## src/rtl/ar_mux21_arb.sv

```systemverilog
// ar_mux21_arb: round-robin arbiter that shares one 2:1 mux output between two
// requesters, with a per-grant beat cap so neither side can starve the other.
// Ports:
//   clk, rst        rising-edge clock, synchronous active-high reset
//   req[1:0]        per-requester "beat pending", held until its last beat moves
//   last[1:0]       per-requester end-of-packet flag, sampled on transfer only
//   a0, a1          requester data (mux inputs 0 / 1)
//   ready           downstream accepts y this cycle
//   gnt[1:0]        one-hot registered grant, 00 = idle
//   sel             registered mux select (0 -> a0, 1 -> a1)
//   y               mux output, combinational from a0/a1
//   y_valid         gnt[sel] & req[sel]
//   xfer            y_valid & ready
//   beat_cnt        beats transferred in the current grant

// Plain 2:1 data mux; no storage on the data path.
module ar_mux21 #(
    parameter int unsigned WIDTH = 1
) (
    input  logic             sel,
    input  logic [WIDTH-1:0] a0,
    input  logic [WIDTH-1:0] a1,
    output logic [WIDTH-1:0] y
);
    assign y = sel ? a1 : a0;
endmodule

module ar_mux21_arb #(
    parameter int unsigned WIDTH     = 1,
    parameter int unsigned MAX_BURST = 8,
    parameter int unsigned CNT_W     = 8
) (
    input  logic             clk,
    input  logic             rst,
    input  logic [1:0]       req,
    input  logic [1:0]       last,
    input  logic [WIDTH-1:0] a0,
    input  logic [WIDTH-1:0] a1,
    input  logic             ready,
    output logic [1:0]       gnt,
    output logic             sel,
    output logic [WIDTH-1:0] y,
    output logic             y_valid,
    output logic             xfer,
    output logic [CNT_W-1:0] beat_cnt
);
    typedef enum logic [1:0] {
        IDLE = 2'd0,
        G0   = 2'd1,
        G1   = 2'd2
    } state_e;

    state_e           state_q, state_d;
    logic [1:0]       gnt_q, gnt_d;
    logic             sel_q, sel_d;
    logic             ptr_q, ptr_d;
    logic [CNT_W-1:0] cnt_q, cnt_d;

    logic [CNT_W-1:0] cnt_inc;
    logic             cap_hit;
    logic             cur;
    logic             rel_a, rel_b, rel_c;
    logic [1:0]       req_m;

    // Single requester wins outright; on a tie the pointer decides.
    function automatic state_e arb(input logic p, input logic [1:0] r);
        state_e s;
        s = IDLE;
        if (r == 2'b01)      s = G0;
        else if (r == 2'b10) s = G1;
        else if (r == 2'b11) s = p ? G1 : G0;
        return s;
    endfunction

    ar_mux21 #(.WIDTH(WIDTH)) u_mux (
        .sel (sel_q),
        .a0  (a0),
        .a1  (a1),
        .y   (y)
    );

    // In G0/G1 sel_q already names the granted requester; in IDLE gnt is 00.
    assign y_valid  = gnt_q[sel_q] & req[sel_q];
    assign xfer     = y_valid & ready;
    assign gnt      = gnt_q;
    assign sel      = sel_q;
    assign beat_cnt = cnt_q;

    assign cnt_inc  = cnt_q + CNT_W'(1);
    assign cap_hit  = (cnt_inc == CNT_W'(MAX_BURST));

    // Next-state, pointer and beat-count logic.
    always_comb begin
        state_d = state_q;
        ptr_d   = ptr_q;
        cnt_d   = cnt_q;
        sel_d   = sel_q;
        req_m   = req;
        cur     = (state_q == G1);
        rel_a   = 1'b0;
        rel_b   = 1'b0;
        rel_c   = 1'b0;

        case (state_q)
            IDLE: state_d = arb(ptr_q, req);
            G0, G1: begin
                rel_a = xfer & last[cur];
                rel_b = xfer & cap_hit;
                rel_c = ~req[cur];
                if (rel_a | rel_b | rel_c) begin
                    ptr_d = ~cur;
                    cnt_d = '0;
                    // A finished or abandoned requester may not win the re-arbitration;
                    // a capped one may, if the other side is idle.
                    if (rel_a | rel_c) req_m[cur] = 1'b0;
                    state_d = arb(~cur, req_m);
                end else if (xfer) begin
                    cnt_d = cnt_inc;
                end
            end
            default: state_d = IDLE;
        endcase

        // sel follows the grant and holds its last value while idle.
        if (state_d == G1)      sel_d = 1'b1;
        else if (state_d == G0) sel_d = 1'b0;

        gnt_d = {state_d == G1, state_d == G0};
    end

    // State register.
    always_ff @(posedge clk) begin
        if (rst) begin
            state_q <= IDLE;
            gnt_q   <= 2'b00;
            sel_q   <= 1'b0;
            ptr_q   <= 1'b0;
            cnt_q   <= '0;
        end else begin
            state_q <= state_d;
            gnt_q   <= gnt_d;
            sel_q   <= sel_d;
            ptr_q   <= ptr_d;
            cnt_q   <= cnt_d;
        end
    end
endmodule
```

## config.mk

```make
export PLATFORM = sky130hd
export DESIGN_NAME = ar_mux21_arb
export DESIGN_NICKNAME = d
export VERILOG_FILES = /design/src/rtl/ar_mux21_arb.sv
export SDC_FILE = /design/constraint.sdc
export NUM_CORES = 1
export LEC_CHECK = 0
export CORE_MARGIN = 2
export CORE_UTILIZATION = 46
export DETAILED_ROUTE_END_ITERATION = 8
export GPL_TIMING_DRIVEN = 0
export PLACE_DENSITY = 0.73
export SLEW_MARGIN = 10
export SYNTH_ARGS = -nofsm -noshare
export SYNTH_HDL_FRONTEND = slang
export SYNTH_SLANG_ARGS = --single-unit
```

## constraint.sdc

```tcl
create_clock -name clk -period 3.6 [get_ports clk]
set_input_delay 0.72 -clock clk [delete_from_list [all_inputs] [get_ports clk]]
set_output_delay 0.72 -clock clk [all_outputs]
set_load 0.01 [all_outputs]
```

==> metrics, run 1 <==
run status complete, no violations; Die Width 53.6 um; synthesized cell area 1130 um^2; CP arrival 2.42 ns; Starting Density 0.497; DRC viols 0; CTS sink count 14; per-cell routed wire length 14.4 um; Layout Area Growth over Synthesis 24.9%; most numerous cell in the Yosys netlist dfxtp_1; sequential share of the synthesized area 0.248; Ys Warns 0; Synth area leader dfxtp_1; PnR Total Power 0.000387 W; syn_nets 148; final hold violations 0; layout net count 174; worst-path fanout max 8; commonest cells in the synthesized netlist 14 x dfxtp_1, 12 x nand2_1, 10 x a21oi_1; Die ar. 2870 um^2; core area 2280 um^2; layout cells sized above 1 0.127; HP Class reg -> reg; routed wire length 2.66 mm; Cell variety after synth 53; setup TNS 0 ns; first-pass GRT wire length 4.61 mm; Main synth FF type dfxtp_1; Iter 0 DRT Violations 34; syn avg cell area 8.57 um^2; gr usage total 0.220; routability congestion estimate 0.868; clk buf depth 2; Pre-antenna DRT Iters 4; post_cts resized 0; Final min period 3.14 ns; I/O Buffers 21; number of max-cap violations 0; CTS HTree Levels 1; Final Core Density 0.621; Synth Register Bits 14; # Post-CTS Setup Buffers 0; sequential standard cell area 280 um^2; CP endpoint kind primary output; hold_buf cts 0; leak pwr 0.559 nW; vias per cell 6.10; Async SR Flop Fraction 0; Mapped Cells 132; kind of critical path in -> out; number of synthesized flops with an enable pin 0; CTS tree done; PwrDens 274 nW/um^2; antenna fix cells 0; Final setup viols 0; cts bufs inserted 3; RSZ-0062 raised after global routing no; Final ANT Viol Nets 0; Critical Path RT 2.88 ns; vias in the first global route 1065; clock skew 0.00496 ns; initial antenna violation count 0; Root Buffer clkbuf_4; Pins Over Slew Limit 0; largest net degree at the start of global routing 11; grt ovf 0; Peak Freq 318 MHz; Rows 17; filler cell count 200; Skew-Pair Late Insertion Delay 0.29 ns; worst vdd ir 0.239 mV; dominant cells by area after synthesis dfxtp_1 25%, ha_1 7.7%, a21oi_1 4.4%, nand2_1 4.0%, a21o_1 2.7%; Multi-input gate area 790 um^2; Yosys top cell area share 0.248; Slew headroom 0.562; final period utilization 0.873; Worst-path clk slew 0.09 ns; vias 1128; final hold slack 0.576 ns; HPWL Detailed 2.05 mm; crit start category input pin; Slew @ Worst Pin 0.657 ns; Ports 23; Die Ht 53.6 um
critical path, cell delays in order:
cell             delay, ns
clkdlybuf4s50_1       0.61
nand4b_1              0.28
nand2_1               0.24
clkdlybuf4s50_1       0.57
registers in the layout, indices dropped and copies added, names as in the netlist:
name      count
beat_cnt      8
gnt           2
ptr_q         1
sel           1
state_q       2
path summary, 6_finish.rpt:
check / startpoint / to / slack (ns) / cells after the start
max: req[0] / xfer / 0.46 / 4
min: beat_cnt[7] / beat_cnt[7] / 0.58 / 2
max reg2reg: beat_cnt[0] / sel / 0.83 / 9
min reg2reg: beat_cnt[7] / beat_cnt[7] / 0.58 / 2
routing by layer:
metal	track usage	wire length (um)	up-vias
met4	0.0855	36	0
met1	0.264	1150	533
met3	0.0333	128	5
li1	-	-	560
met2	0.391	1340	30
met5	0	0	-
power by group:
part | switching, W | total, W | internal [W]
Sequential | 0.00000694 | 0.000168 | 0.000162
Combinational | 0.0000517 | 0.000101 | 0.0000496
Clock | 0.0000552 | 0.000117 | 0.0000616
Total | 0.000114 | 0.000387 | 0.000273
area by class of cell:
cell class / instances / area share
well taps: 28 / 0.0248
inverters: 7 / 0.0186
multi-input cells: 105 / 0.559
repair buffers: 21 / 0.149
clock buffers: 4 / 0.0257
plain buffers: 6 / 0.0248
flip-flops and latches: 14 / 0.198
cell families (layout without fill, tap and decap cells):
family / Yosys count / after routing / share of synthesized area
multiplexers: 5 / 5 / 0.0520
adder cells (fa/ha/maj): 7 / 7 / 0.0774
AND/OR/NAND/NOR: 44 / 44 / 0.221
AO/OA/AOI/OAI: 47 / 47 / 0.332
flip-flops: 14 / 14 / 0.248
XOR/XNOR: 2 / 2 / 0.0155
buffers and inverters: 13 / 38 / 0.0542
stage by stage:
step                      instance area, um^2  std cells  setup slack, ns
final                                    1410        185            0.456
after global routing                     1410        185            0.357
after CTS                                1410        185            0.472
after detailed placement                 1380        181            0.304
after global placement                   1380        181            0.332
after floorplan                          1130        132             1.05
placed cells by master, fill, tap and decap left out, drive strengths merged, types with 5 or more instances in the layout:
cell type / n
dfxtp: 14
nor2: 7
clkdlybuf4s50: 21
ha: 7
inv: 7
nand2: 12
a21oi: 11
a211oi: 5
clkbuf: 6
(Power assumes the default switching activity.)
==> run 2: changes to the inputs <==
--- a/config.mk
+++ b/config.mk
@@ -5,11 +5,12 @@
 export SDC_FILE = /design/constraint.sdc
 export NUM_CORES = 1
 export LEC_CHECK = 0
-export CORE_MARGIN = 2
-export CORE_UTILIZATION = 46
+export CAP_MARGIN = 5
+export CORE_MARGIN = 4
+export CORE_UTILIZATION = 54
 export DETAILED_ROUTE_END_ITERATION = 8
 export GPL_TIMING_DRIVEN = 0
-export PLACE_DENSITY = 0.73
+export PLACE_DENSITY = 0.83
 export SLEW_MARGIN = 10
 export SYNTH_ARGS = -nofsm -noshare
 export SYNTH_HDL_FRONTEND = slang
==> metrics, run 2 (synthesis results as in run 1) <==
run status complete, no violations; first-pass GRT wire length 4.69 mm (+1.8%); sequential standard cell area 280 um^2 (unchanged); DRC viols 0 (unchanged); Skew-Pair Late Insertion Delay 0.29 ns (about the same); Root Buffer clkbuf_4; # Post-CTS Setup Buffers 0 (unchanged); reg2reg start beat_cnt[1]; CP endpoint kind primary output; core area 1980 um^2 (-13%); HP Class reg -> reg; Peak Freq 317 MHz (-0.17%); Final min period 3.15 ns (+0.00536 ns); commonest cells after routing, fill and taps aside 21 x clkdlybuf4s50_1, 14 x dfxtp_1, 12 x nand2_1; Die Width 53.8 um (+0.34%); Die ar. 2890 um^2 (+0.67%); PnR Total Power 0.000393 W (+1.7%); FF-to-FF End sel; Final setup viols 0 (unchanged); Layout Area Growth over Synthesis 24.8% (about the same); per-cell routed wire length 15.5 um (+7.6%); sequential share of power 0.428 (-0.008); Iter 0 DRT Violations 29 (-15%); layout net count 174 (unchanged); setup TNS 0 ns (unchanged); leak pwr 0.559 nW (unchanged); filler cell count 148 (-26%); Critical Path RT 2.88 ns (about the same); Slew @ Worst Pin 0.594 ns (-0.0629 ns); Int Pwr 0.000273 W (about the same); vias in the first global route 1069 (+0.38%); routability congestion estimate 0.848 (-2.3%); Gate power share 0.264 (+0.002); antenna fix cells 0 (unchanged); PwrDens 279 nW/um^2 (+1.8%); I/O Buffers 21 (unchanged); hold_buf cts 0 (unchanged); sw power 0.000120 W (+5.6%); final period utilization 0.875 (+0.00149); Pre-antenna DRT Iters 4 (unchanged); r2r setup slk 0.85 ns (+0.02 ns); clock power share 0.308 (+0.006); Worst-path clk slew 0.09 ns (about the same); routed wire length 2.85 mm (+7.0%); vias 1163 (+3.1%); grt ovf 0 (unchanged); Slew headroom 0.604 (+0.0420); HPWL Detailed 2.11 mm (+2.8%); clock skew 0.00127 ns (-0.00369 ns); Ports 23 (unchanged); most common cell after layout, fill and taps aside clkdlybuf4s50_1; CTS HTree Levels 1 (unchanged); CTS sink count 14 (unchanged); Final ANT Viol Nets 0 (unchanged); worst-path fanout max 8 (unchanged); kind of critical path in -> out; final hold violations 0 (unchanged); Starting Density 0.571 (+0.0737); max FFs per register 8 (unchanged); post_cts resized 0 (unchanged); number of max-cap violations 0 (unchanged); Hold Path Depth 2 (unchanged); cts bufs inserted 3 (unchanged); RSZ-0062 raised after global routing no; Pins Over Slew Limit 0 (unchanged); Die Ht 53.8 um (+0.34%); gr usage total 0.219 (-0.000932); CP arrival 2.43 ns (about the same); worst vdd ir 0.207 mV (-13%); crit start category input pin; largest net degree at the start of global routing 11 (unchanged); initial antenna violation count 0 (unchanged); vias per cell 6.32 (+3.7%); clk buf depth 2 (unchanged); CTS tree done; Multi-input gate area 790 um^2 (unchanged); hold_sp beat_cnt[7]; Worst R2R Path Depth 9 (unchanged); Rows 16 (-1); Sw Share 0.306 (+0.0113); WHS Endpoint beat_cnt[7]; layout cells sized above 1 0.127 (unchanged)
==> run 2: worst max-delay path by stage <==
stage / startpoint / endpoint / slack [ns] / cells past startpoint
4_1_cts: req[0] / xfer / 0.48 / 4
6_report: req[0] / xfer / 0.45 / 4
3_5_place_dp: req[0] / sel / 0.32 / 9
3_3_place_gp: req[0] / sel / 0.35 / 9
2_1_floorplan: req[1] / sel / 1.05 / 9
5_1_grt: req[0] / xfer / 0.34 / 4
==> run 2: worst max-delay path: stages <==
cell and delay, ns:
clkdlybuf4s50_1 0.63, nand4b_1 0.27, nand2_1 0.24, clkdlybuf4s50_1 0.56
==> run 2: per-layer routing <==
layer | up-vias | track usage | share of wire
li1 | 554 | - | -
met1 | 541 | 0.264 | 0.41
met2 | 56 | 0.383 | 0.49
met3 | 12 | 0.0332 | 0.073
met4 | 0 | 0.0894 | 0.026
met5 | - | 0 | 0
==> run 2: area by class of cell <==
class,count,share of cell area
multi-input combinational,105,0.559
sequential,14,0.199
timing repair buffer,21,0.149
clock buffer,4,0.0257
buffer,6,0.0248
tap,27,0.0239
inverter,7,0.0186
==> run 2: power by group through the flow <==
| stage | registers [W] | clock network, W | logic (W) |
|---|---|---|---|
| global route | 0.000169 | 0.000124 | 0.000115 |
| finish | 0.000168 | 0.000121 | 0.000104 |
| detailed placement | 0.000172 | 0 | 0.000102 |
| global placement | 0.000171 | 0 | 0.0000982 |
| floorplan | 0.000172 | 0 | 0.0000658 |
| CTS | 0.000168 | 0.000121 | 0.000103 |
==> run 2: metrics by stage <==
stage               utilization  hold WS (ns)  area (um^2)  setup WS (ns)  cells
global route              0.712         0.619         1410          0.337    184
finish                    0.712         0.566         1410          0.450    184
global placement          0.694         0.524         1380          0.349    180
detailed placement        0.694         0.557         1380          0.320    180
CTS                       0.712         0.571         1410          0.476    184
floorplan                     -         0.537         1130           1.05    132
==> run 3: changes to the inputs <==
--- a/config.mk
+++ b/config.mk
@@ -7,10 +7,11 @@
 export LEC_CHECK = 0
 export CAP_MARGIN = 5
 export CORE_MARGIN = 4
-export CORE_UTILIZATION = 54
+export CORE_UTILIZATION = 60
 export DETAILED_ROUTE_END_ITERATION = 8
+export DONT_BUFFER_PORTS = 1
 export GPL_TIMING_DRIVEN = 0
-export PLACE_DENSITY = 0.83
+export PLACE_DENSITY = 0.76
 export SLEW_MARGIN = 10
 export SYNTH_ARGS = -nofsm -noshare
 export SYNTH_HDL_FRONTEND = slang
==> metrics, run 3 (synthesis results as in run 1) <==
Gate power share 0.222 (-0.042); Iter 0 DRT Violations 35 (+21%); Die Ht 51.4 um (-4.4%); worst-path fanout max 8 (unchanged); pre-CTS setup slack 0.846 ns (+0.526 ns); PnR Total Power 0.000364 W (-7.3%); Die Width 51.4 um (-4.4%); CP endpoint kind flop; vias in the first global route 961 (-10%); Final WS setup 0.844 ns (+0.393 ns); largest net degree at the start of global routing 11 (unchanged); routed wire length on met3 232 um (+12%); r2r setup slk 0.84 ns (about the same); Slew @ Worst Pin 0.603 ns (+0.00970 ns); run status complete, no violations; Hold Path Depth 2 (unchanged); HP Class reg -> reg; commonest cells after routing, fill and taps aside 14 x dfxtp_1, 12 x nand2_1, 10 x a21oi_1; initial antenna violation count 0 (unchanged); first-pass GRT wire length 4.15 mm (-12%); Ports 23 (unchanged); CP arrival 2.92 ns (+0.49 ns); Skew-Pair Late Insertion Delay 0.28 ns (about the same); core area 1760 um^2 (-11%); clock skew 0.00203 ns (+0.000761 ns); post_cts resized 0 (unchanged); clock power share 0.311 (+0.003); sw power 0.000107 W (-11%); layout net count 153 (-12%); FF-to-FF End sel; routability congestion estimate 0.822 (-3.1%); Pins Over Slew Limit 0 (unchanged); Worst R2R Path Depth 9 (unchanged); Rows 15 (-1); routed wire length 2.49 mm (-13%); top sig layer met4; Worst-path clk slew 0.08 ns (about the same); Pre-antenna DRT Iters 4 (unchanged); Peak Freq 363 MHz (+14%); Root Buffer clkbuf_4; CP endpoint sel; Critical Path RT 3.77 ns (+0.89 ns); hold_buf cts 0 (unchanged); max FFs per register 8 (unchanged); grt ovf 0 (unchanged); setup TNS 0 ns (unchanged); Die ar. 2640 um^2 (-8.5%); WL met2 1.06 mm (-23%); kind of critical path reg -> reg; DRC viols 0 (unchanged); I/O Buffers 0 (-100%); CP startpoint beat_cnt[1]; CTS tree done; gr usage total 0.206 (-0.0133); Layout Area Growth over Synthesis 5.97%; per-cell routed wire length 15.5 um (about the same); Final min period 2.76 ns (-0.393 ns); CTS sink count 14 (unchanged); filler cell count 176 (+19%); final period utilization 0.766 (-0.109); Final setup viols 0 (unchanged); RSZ-0062 raised after global routing no; leak pwr 0.484 nW (-14%); met1 WL 1.17 mm (-0.76%); # Post-CTS Setup Buffers 0 (unchanged); CTS HTree Levels 1 (unchanged); crit start category flop; reg2reg start beat_cnt[1]; Sw Share 0.294 (-0.0118); number of max-cap violations 0 (unchanged); clk buf depth 2 (unchanged); vias 1051 (-9.6%); Starting Density 0.641 (+0.0704); final hold violations 0 (unchanged); worst vdd ir 0.317 mV (+53%); layout cells sized above 1 0.147 (+0.0197); Multi-input gate area 790 um^2 (unchanged); Int Pwr 0.000257 W (-5.7%); Final ANT Viol Nets 0 (unchanged); sequential share of power 0.467 (+0.039); Slew headroom 0.598 (-0.00647); PwrDens 304 nW/um^2 (+9.1%); most common cell after layout, fill and taps aside dfxtp_1; antenna fix cells 0 (unchanged); sequential standard cell area 280 um^2 (unchanged); vias per cell 6.53 (+3.3%); cts bufs inserted 3 (unchanged); HPWL Detailed 1.96 mm (-7.2%)
[run 3: worst min-delay path by stage]
stage                      startpoint          end  slack (ns)
final                     beat_cnt[7]  beat_cnt[7]        0.58
after CTS                 beat_cnt[7]  beat_cnt[7]        0.59
after global routing      beat_cnt[7]  beat_cnt[7]        0.64
after detailed placement  beat_cnt[7]  beat_cnt[7]        0.58
after global placement    beat_cnt[7]  beat_cnt[7]        0.57
after floorplan           beat_cnt[7]  beat_cnt[7]        0.54
[run 3: layout make-up]
class	count	area share
Buffer	6	0.0292
Clock buffer	4	0.0303
Inverter	7	0.0219
Multi-Input combinational cell	105	0.659
Sequential cell	14	0.234
Tap cell	25	0.0261
[run 3: metrics by stage]
stage	std cells	area [um^2]	hold WS, ns	util
floorplan	132	1130	0.537	-
global placement	157	1160	0.568	0.659
detailed placement	157	1160	0.578	0.659
CTS	161	1200	0.591	0.679
global route	161	1200	0.635	0.679
finish	161	1200	0.582	0.679
[run 3: critical path, cell delays in order, from the launching register on]
cell	delay, ns
dfxtp_1	0.53
ha_1	0.36
nand2_1	0.10
o32ai_2	0.28
o2111ai_1	0.25
o31a_1	0.39
a21o_1	0.20
ha_1	0.29
mux2i_1	0.18
nor2_1	0.05
[run 3: power groups by stage]
stage / Clock [W] / Combinational (W) / Sequential (W)
after floorplan: 0 / 0.0000658 / 0.000172
after global placement: 0 / 0.0000778 / 0.000173
after detailed placement: 0 / 0.0000796 / 0.000174
after CTS: 0.000118 / 0.0000804 / 0.000170
after global routing: 0.000124 / 0.0000903 / 0.000172
final: 0.000113 / 0.0000807 / 0.000170
[run 3: metal layers]
layer,vias up,track usage
met1,490,0.276
met3,4,0.0700
met5,-,0
met4,0,0.0524
met2,41,0.314
li1,516,-
